$ cat src/rtl/mshr_queue_if.sv
// rtl/mshr_queue_if.sv - memory bus interface between the MSHR queue and memory
interface mshr_queue_if #(
    parameter int ADDR_W = 32,
    parameter int DATA_W = 32
);
    logic              cyc_m2s;
    logic              we_m2s;
    logic [ADDR_W-1:0] adr_m2s;
    logic [DATA_W-1:0] dat_m2s;
    logic [DATA_W-1:0] dat_mem_i;
    logic              ack_mem_i;

    modport master (
        output cyc_m2s, we_m2s, adr_m2s, dat_m2s,
        input  dat_mem_i, ack_mem_i
    );

    modport slave (
        input  cyc_m2s, we_m2s, adr_m2s, dat_m2s,
        output dat_mem_i, ack_mem_i
    );
endinterface

$ cat src/rtl/mshr_queue.sv
// rtl/mshr_queue.sv - in-order miss-status holding register queue (optional MSHR_MERGE_EN address lookup)
module mshr_queue #(
    parameter int ADDR_W = 32,
    parameter int DATA_W = 32,
    parameter int DEPTH  = 4,
    parameter int PTR_W  = 2
) (
    input  logic              clk,
    input  logic              rst,
    input  logic              load_valid_i,
    input  logic              load_we_i,
    input  logic [ADDR_W-1:0] load_adr_i,
    input  logic [DATA_W-1:0] load_dat_i,
    output logic              free_o,
    mshr_queue_if.master      bus,
    output logic              deload_valid_o,
    input  logic              deload_ready_i,
    output logic              deload_we_o,
    output logic [ADDR_W-1:0] deload_adr_o,
    output logic [DATA_W-1:0] deload_dat_o,
`ifdef MSHR_MERGE_EN
    input  logic [ADDR_W-1:0] lookup_adr_i,
    output logic              lookup_hit_o,
`endif
    output logic [PTR_W:0]    count_o
);

    typedef enum logic [1:0] {E_FREE, E_PEND, E_ISSUED, E_DONE} ent_st_t;
    typedef enum logic {S_IDLE, S_BUS} bus_st_t;

    localparam logic [PTR_W:0] CNT_FULL = (PTR_W+1)'(DEPTH);

    ent_st_t           st_q      [DEPTH];
    logic              ent_we_q  [DEPTH];
    logic [ADDR_W-1:0] ent_adr_q [DEPTH];
    logic [DATA_W-1:0] ent_dat_q [DEPTH];

    logic [PTR_W-1:0]  wr_q, iss_q, rd_q;
    logic [PTR_W:0]    cnt_q;
    bus_st_t           bus_st_q;
    logic              cyc_q, bus_we_q;
    logic [ADDR_W-1:0] bus_adr_q;
    logic [DATA_W-1:0] bus_dat_q;
    logic              dl_valid_q, dl_we_q;
    logic [ADDR_W-1:0] dl_adr_q;
    logic [DATA_W-1:0] dl_dat_q;

    logic push, deload_fire;

    // Full check uses the pre-edge count, so a same-cycle deload never frees room for a push.
    assign free_o      = (cnt_q != CNT_FULL);
    assign push        = load_valid_i & free_o;
    assign deload_fire = dl_valid_q & deload_ready_i;

    // Entry states, pointers, bus FSM and deload registers; each entry index touched in a
    // cycle is distinct because push, issue and retire only act on FREE, PEND/ISSUED and DONE slots.
    always_ff @(posedge clk) begin
        if (rst) begin
            for (int i = 0; i < DEPTH; i++) begin
                st_q[i]      <= E_FREE;
                ent_we_q[i]  <= 1'b0;
                ent_adr_q[i] <= '0;
                ent_dat_q[i] <= '0;
            end
            wr_q       <= '0;
            iss_q      <= '0;
            rd_q       <= '0;
            cnt_q      <= '0;
            bus_st_q   <= S_IDLE;
            cyc_q      <= 1'b0;
            bus_we_q   <= 1'b0;
            bus_adr_q  <= '0;
            bus_dat_q  <= '0;
            dl_valid_q <= 1'b0;
            dl_we_q    <= 1'b0;
            dl_adr_q   <= '0;
            dl_dat_q   <= '0;
        end else begin
            if (push) begin
                st_q[wr_q]      <= E_PEND;
                ent_we_q[wr_q]  <= load_we_i;
                ent_adr_q[wr_q] <= load_adr_i;
                ent_dat_q[wr_q] <= load_dat_i;
                wr_q            <= wr_q + PTR_W'(1);
            end

            // After an accepted deload, valid drops for one cycle so the next entry is
            // evaluated from settled state rather than the retiring one.
            if (deload_fire) begin
                st_q[rd_q] <= E_FREE;
                rd_q       <= rd_q + PTR_W'(1);
                dl_valid_q <= 1'b0;
            end else begin
                dl_valid_q <= (st_q[rd_q] == E_DONE);
                if (st_q[rd_q] == E_DONE) begin
                    dl_we_q  <= ent_we_q[rd_q];
                    dl_adr_q <= ent_adr_q[rd_q];
                    dl_dat_q <= ent_dat_q[rd_q];
                end
            end

            case ({push, deload_fire})
                2'b10:   cnt_q <= cnt_q + (PTR_W+1)'(1);
                2'b01:   cnt_q <= cnt_q - (PTR_W+1)'(1);
                default: cnt_q <= cnt_q;
            endcase

            case (bus_st_q)
                S_IDLE: begin
                    if (st_q[iss_q] == E_PEND) begin
                        cyc_q       <= 1'b1;
                        bus_we_q    <= ent_we_q[iss_q];
                        bus_adr_q   <= ent_adr_q[iss_q];
                        bus_dat_q   <= ent_dat_q[iss_q];
                        st_q[iss_q] <= E_ISSUED;
                        bus_st_q    <= S_BUS;
                    end
                end
                S_BUS: begin
                    if (bus.ack_mem_i) begin
                        cyc_q       <= 1'b0;
                        st_q[iss_q] <= E_DONE;
                        if (!ent_we_q[iss_q]) begin
                            ent_dat_q[iss_q] <= bus.dat_mem_i;
                        end
                        iss_q    <= iss_q + PTR_W'(1);
                        bus_st_q <= S_IDLE;
                    end
                end
                default: bus_st_q <= S_IDLE;
            endcase
        end
    end

    assign bus.cyc_m2s    = cyc_q;
    assign bus.we_m2s     = bus_we_q;
    assign bus.adr_m2s    = bus_adr_q;
    assign bus.dat_m2s    = bus_dat_q;
    assign deload_valid_o = dl_valid_q;
    assign deload_we_o    = dl_we_q;
    assign deload_adr_o   = dl_adr_q;
    assign deload_dat_o   = dl_dat_q;
    assign count_o        = cnt_q;

`ifdef MSHR_MERGE_EN
    logic lookup_hit;

    // Address match against every occupied entry; a same-cycle push is still FREE here.
    always_comb begin
        lookup_hit = 1'b0;
        for (int i = 0; i < DEPTH; i++) begin
            if (st_q[i] != E_FREE && ent_adr_q[i] == lookup_adr_i) begin
                lookup_hit = 1'b1;
            end
        end
    end

    assign lookup_hit_o = lookup_hit;
`endif

endmodule

$ cat src/flat_wrapper.sv
// flat-port wrapper written by rule: the top's interface ports become plain ports
module mshr_queue_flat 
#(
    parameter int ADDR_W = 32,
    parameter int DATA_W = 32,
    parameter int DEPTH  = 4,
    parameter int PTR_W  = 2
)
  (clk, rst, load_valid_i, load_we_i, load_adr_i, load_dat_i, free_o, deload_valid_o, deload_ready_i, deload_we_o, deload_adr_o, deload_dat_o, count_o, bus_cyc_m2s, bus_we_m2s, bus_adr_m2s, bus_dat_m2s, bus_dat_mem_i, bus_ack_mem_i);
  mshr_queue_if #(.ADDR_W(ADDR_W), .DATA_W(DATA_W)) bus_i ();
  input  logic clk;
  input  logic rst;
  input  logic load_valid_i;
  input  logic load_we_i;
  input  logic [ADDR_W-1:0] load_adr_i;
  input  logic [DATA_W-1:0] load_dat_i;
  output logic free_o;
  output logic deload_valid_o;
  input  logic deload_ready_i;
  output logic deload_we_o;
  output logic [ADDR_W-1:0] deload_adr_o;
  output logic [DATA_W-1:0] deload_dat_o;
  output logic [PTR_W:0] count_o;
  output wire logic [$bits(bus_i.cyc_m2s)-1:0] bus_cyc_m2s;
  output wire logic [$bits(bus_i.we_m2s)-1:0] bus_we_m2s;
  output wire logic [$bits(bus_i.adr_m2s)-1:0] bus_adr_m2s;
  output wire logic [$bits(bus_i.dat_m2s)-1:0] bus_dat_m2s;
  input wire logic [$bits(bus_i.dat_mem_i)-1:0] bus_dat_mem_i;
  input wire logic [$bits(bus_i.ack_mem_i)-1:0] bus_ack_mem_i;
  assign bus_cyc_m2s = bus_i.cyc_m2s;
  assign bus_we_m2s = bus_i.we_m2s;
  assign bus_adr_m2s = bus_i.adr_m2s;
  assign bus_dat_m2s = bus_i.dat_m2s;
  assign bus_i.dat_mem_i = bus_dat_mem_i;
  assign bus_i.ack_mem_i = bus_ack_mem_i;
  mshr_queue #(.ADDR_W(ADDR_W), .DATA_W(DATA_W), .DEPTH(DEPTH), .PTR_W(PTR_W)) u_core (.clk(clk), .rst(rst), .load_valid_i(load_valid_i), .load_we_i(load_we_i), .load_adr_i(load_adr_i), .load_dat_i(load_dat_i), .free_o(free_o), .bus(bus_i), .deload_valid_o(deload_valid_o), .deload_ready_i(deload_ready_i), .deload_we_o(deload_we_o), .deload_adr_o(deload_adr_o), .deload_dat_o(deload_dat_o), .count_o(count_o));
endmodule
$ cat config.mk
export PLATFORM = sky130hd
export DESIGN_NAME = mshr_queue_flat
export DESIGN_NICKNAME = d
export VERILOG_FILES = /design/src/rtl/mshr_queue_if.sv /design/src/rtl/mshr_queue.sv /design/src/flat_wrapper.sv
export SDC_FILE = /design/constraint.sdc
export NUM_CORES = 1
export LEC_CHECK = 0
export BUFFER_PORTS_ARGS = -buffer_cell sky130_fd_sc_hd__buf_2
export CAP_MARGIN = 20
export CELL_PAD_IN_SITES_DETAIL_PLACEMENT = 0
export CELL_PAD_IN_SITES_GLOBAL_PLACEMENT = 1
export CORE_MARGIN = 2
export CORE_UTILIZATION = 51
export CTS_CLUSTER_DIAMETER = 60
export DETAILED_ROUTE_END_ITERATION = 12
export PLACE_DENSITY = 0.89
export SLEW_MARGIN = 10
export SYNTH_ARGS = -nofsm -noshare
export SYNTH_HDL_FRONTEND = slang
export SYNTH_SLANG_ARGS = --single-unit
$ cat constraint.sdc
create_clock -name clk -period 10.3 [get_ports clk]
set_clock_uncertainty 0.05 [all_clocks]
set_input_delay 2.06 -clock clk [delete_from_list [all_inputs] [get_ports clk]]
set_output_delay 2.06 -clock clk [all_outputs]
set_load 0.005 [all_outputs]
==> impl_metrics.xml <==
<?xml version="1.0" encoding="UTF-8"?>
<metrics>
  <group name="route">
    <metric name="antenna_violating_nets_post_route" unit="">0</metric>
    <metric name="vias" unit="">14779</metric>
    <metric name="detailedRoute.firstIterationViolations" unit="">1308</metric>
    <metric name="drt-pass1-iter-count" unit="">5</metric>
    <metric name="routed_wirelength" unit="mm">55.8</metric>
    <metric name="drcViolationCount" unit="">0</metric>
    <metric name="drt-wirelength-per-cell" unit="um">22.8</metric>
    <metric name="vias_per_cell" unit="">6.03</metric>
  </group>
  <group name="timing">
    <metric name="fin_crit" unit="ns">4.75</metric>
    <metric name="report.final.hold_viol_count" unit="">0</metric>
    <metric name="rsz0062_at_grt" unit="">no</metric>
    <metric name="tightest_slew" unit="ns">1.15</metric>
    <metric name="final.period_utilization" unit="">0.461</metric>
    <metric name="final-max-slew-violation-count" unit="">0</metric>
    <metric name="timing.fmax" unit="MHz">211</metric>
    <metric name="maxSlewHeadroom" unit="">0.233</metric>
    <metric name="timing.final.setup_violations" unit="">0</metric>
    <metric name="timing.setup.tns" unit="ns">0</metric>
  </group>
  <group name="cts">
    <metric name="tritoncts_clock_tree" unit="">built</metric>
    <metric name="clkLatencyLatePin" unit="ns">0.57</metric>
    <metric name="clock_sink_count" unit="">414</metric>
    <metric name="postCtsSetupBuffers" unit="">0</metric>
    <metric name="ctsResizeCount" unit="">0</metric>
    <metric name="number_of_buffers_inserted_during_clock_tree_synthesis" unit="">44</metric>
    <metric name="postCtsHoldBufs" unit="">0</metric>
    <metric name="h-tree-depth" unit="">2</metric>
    <metric name="cts.root.buffer_cell" unit="">clkbuf_16</metric>
    <metric name="cts.clk_slew.worst_paths" unit="ns">0.06</metric>
    <metric name="ctsLongestPathBuffers" unit="">3</metric>
  </group>
  <group name="floorplan">
    <metric name="die_h" unit="um">202</metric>
    <metric name="row_count" unit="">72</metric>
    <metric name="die_width" unit="um">202</metric>
    <metric name="core_area" unit="sq um">38600</metric>
    <metric name="initial_cell_density_of_the_core" unit="">0.517</metric>
    <metric name="design.die.area" unit="sq um">40700</metric>
    <metric name="io_pins" unit="">238</metric>
  </group>
  <group name="yosys">
    <metric name="syn_area" unit="sq um">19900</metric>
    <metric name="synth.area.top_cells" unit="">edfxtp_1 40%, dfxtp_1 15%, mux4_2 15%, nand2_1 6.4%, o21ai_0 5.0%</metric>
    <metric name="synth_async_sr_flop_share" unit="">0</metric>
    <metric name="yosysTopAreaCell" unit="">edfxtp_1</metric>
    <metric name="ys_types" unit="">39</metric>
    <metric name="dominantRegCellSynth" unit="">edfxtp_1</metric>
    <metric name="yosysMostFrequentCell" unit="">nand2_1</metric>
    <metric name="syn_inst" unit="">1745</metric>
    <metric name="synth-seq-area-share" unit="">0.549</metric>
    <metric name="synth-edff-count" unit="">264</metric>
    <metric name="synth_commonest_cells" unit="">341 x nand2_1, 264 x edfxtp_1, 199 x o21ai_0</metric>
    <metric name="synth.avg_cell_area" unit="sq um">11.4</metric>
    <metric name="ys_seq_elements" unit="">414</metric>
    <metric name="yosys_warns" unit="">0</metric>
    <metric name="mappedNetlistNets" unit="">1857</metric>
    <metric name="synth_top_cell_area_share" unit="">0.398</metric>
  </group>
  <group name="cells_and_area">
    <metric name="finalNetCount" unit="">1998</metric>
    <metric name="final.fill_count" unit="">3145</metric>
    <metric name="area_growth_syn_to_layout" unit="%">14.1</metric>
    <metric name="share_of_post_route_cells_with_drive_strength_above_1" unit="">0.271</metric>
  </group>
  <group name="power">
    <metric name="ir_worst_vdd" unit="V">0.000112</metric>
    <metric name="leakage" unit="nW">8.15</metric>
    <metric name="power_density" unit="nW/um^2">177</metric>
    <metric name="post-layout-total-power" unit="mW">4.03</metric>
  </group>
  <group name="min_path">
    <metric name="hp-class" unit="">flop to flop</metric>
  </group>
  <group name="global_route">
    <metric name="pin_count_of_the_biggest_net_entering_global_routing" unit="">73</metric>
    <metric name="vias_in_the_first_global_route" unit="">14913</metric>
    <metric name="global_route_wire_length_before_repair" unit="mm">85.7</metric>
    <metric name="overflow" unit="">0</metric>
    <metric name="groute.usage.overall" unit="">0.274</metric>
    <metric name="grt_antenna_before_repair" unit="">11</metric>
  </group>
  <group name="critical_path">
    <metric name="cp_slowest_stage_delay" unit="ns">0.93</metric>
    <metric name="kind_of_start_point_of_the_critical_path" unit="">input port</metric>
    <metric name="slowest_stage" unit="">or3_2</metric>
    <metric name="worst-endpoint-arrival" unit="ns">4.87</metric>
    <metric name="required" unit="ns">10.43</metric>
    <metric name="path_class" unit="">input port to flop</metric>
    <metric name="cp_common_cell" unit="">buf_4</metric>
    <metric name="worst-path-max-fanout" unit="">65</metric>
    <metric name="critical_path.endpoint_type" unit="">flop</metric>
    <metric name="cell_chain_critical_path" unit="">buf_4 &gt; buf_4 &gt; nand2b_1 &gt; nor3_2 &gt; buf_4 &gt; or3_2</metric>
  </group>
  <group name="status">
    <metric name="status" unit="">finished, final reports clean</metric>
  </group>
  <group name="run">
    <metric name="max_cap_viol_count" unit="">0</metric>
  </group>
  <group name="place">
    <metric name="dp_hpwl" unit="mm">33.4</metric>
    <metric name="routabilityCongestion" unit="">0.863</metric>
    <metric name="io_buffer_count" unit="">237</metric>
  </group>
</metrics>
[placed cells by master, fill, tap and decap left out, types with 3 or more instances in the layout]
| master | n |
|---|---|
| ha_1 | 9 |
| buf_4 | 21 |
| clkbuf_8 | 4 |
| clkbuf_16 | 44 |
| xor2_1 | 4 |
| clkinv_2 | 5 |
| dfxtp_1 | 145 |
| nor2_1 | 9 |
| nor3_1 | 69 |
| edfxtp_1 | 264 |
| clkbuf_1 | 16 |
| diode_2 | 11 |
| a21oi_1 | 73 |
| dfxtp_4 | 5 |
| or3_2 | 3 |
| a31o_1 | 17 |
| and2_1 | 135 |
| a31o_2 | 48 |
| nand3_1 | 69 |
| inv_1 | 10 |
| clkinv_1 | 8 |
| nand2_1 | 340 |
| o22ai_1 | 3 |
| o21ai_4 | 3 |
| buf_2 | 236 |
| nor3_2 | 6 |
| mux4_2 | 131 |
| or3_1 | 3 |
| nand2b_1 | 11 |
| o21ai_0 | 196 |
| o21ai_1 | 4 |
[kinds of logic (layout without fill, tap and decap cells)]
group | after synthesis | after routing | synth area share
AND/OR/NAND/NOR | 654 | 654 | 0.153
flip-flops | 414 | 414 | 0.549
AO/OA/AOI/OAI | 353 | 353 | 0.103
buffers and inverters | 175 | 352 | 0.0364
multiplexers | 133 | 133 | 0.150
adder cells (fa/ha/maj) | 10 | 10 | 0.00666
XOR/XNOR | 6 | 6 | 0.00264
other | 0 | 11 | 0
[flip-flops by register name, indices dropped and copies added, names as in the netlist, 2 cells and up, named ones only]
| signal | count |
|---|---|
| u_core.deload_adr_o | 32 |
| u_core.ent_adr_q | 128 |
| u_core.ent_we_q | 4 |
| u_core.bus.adr_m2s | 32 |
| u_core.iss_q | 2 |
| u_core.ent_dat_q | 128 |
| u_core.st_q | 8 |
| u_core.bus.dat_m2s | 32 |
| u_core.rd_q | 2 |
| u_core.count_o | 3 |
| u_core.wr_q | 2 |
| u_core.deload_dat_o | 32 |
[power breakdown]
part           switching [mW]  internal, mW
clock network           0.648         0.825
registers              0.0821          1.90
logic                   0.348         0.227
[metal layers]
metal | track usage | vias up | wire length, um
li1 | - | 6699 | -
met4 | 0.107 | 2 | 1850
met1 | 0.352 | 7273 | 21800
met2 | 0.461 | 692 | 27400
met5 | 0 | - | 13
met3 | 0.0552 | 113 | 4770
[worst paths after layout]
path	startpoint	endpoint	slack, ns	cells after the start
max reg2reg	u_core.iss_q[0]	u_core.ent_dat_q[3][17]	6.28	6
min reg2reg	u_core.bus.adr_m2s[27]	u_core.bus.adr_m2s[27]	0.42	1
max	rst	u_core.ent_dat_q[2][18]	5.55	6
min	u_core.bus.adr_m2s[27]	u_core.bus.adr_m2s[27]	0.42	1
[through the flow]
| step | hold WS [ns] | setup WS [ns] | instance area (sq um) | cells | util |
|---|---|---|---|---|---|
| 4_1_cts | 0.423 | 5.64 | 22700 | 2440 | 0.589 |
| 3_5_place_dp | 0.410 | 5.06 | 21400 | 2358 | 0.554 |
| 6_report | 0.418 | 5.55 | 22700 | 2451 | 0.590 |
| 2_1_floorplan | 0.402 | 5.03 | 19900 | 1745 | - |
| 3_3_place_gp | 0.406 | 5.11 | 21300 | 2357 | 0.554 |
| 5_1_grt | 0.433 | 5.46 | 22700 | 2446 | 0.589 |
[worst max-delay path, delay by kind of cell]
kind                   cells  cell delay (ns)
AND/OR/NAND/NOR            3             1.28
buffers and inverters      3             1.41
[final cells by class]
class | count | area [sq um] | area share
clock inverter | 18 | 114 | 0.00501
tap | 518 | 648 | 0.0285
timing repair buffer | 258 | 1370 | 0.0601
inverter | 12 | 47.5 | 0.00209
clock buffer | 64 | 1220 | 0.0535
multi-input combinational | 1156 | 8360 | 0.368
antenna | 11 | 27.5 | 0.00121
sequential | 414 | 10900 | 0.482
(Power assumes the default switching activity.)
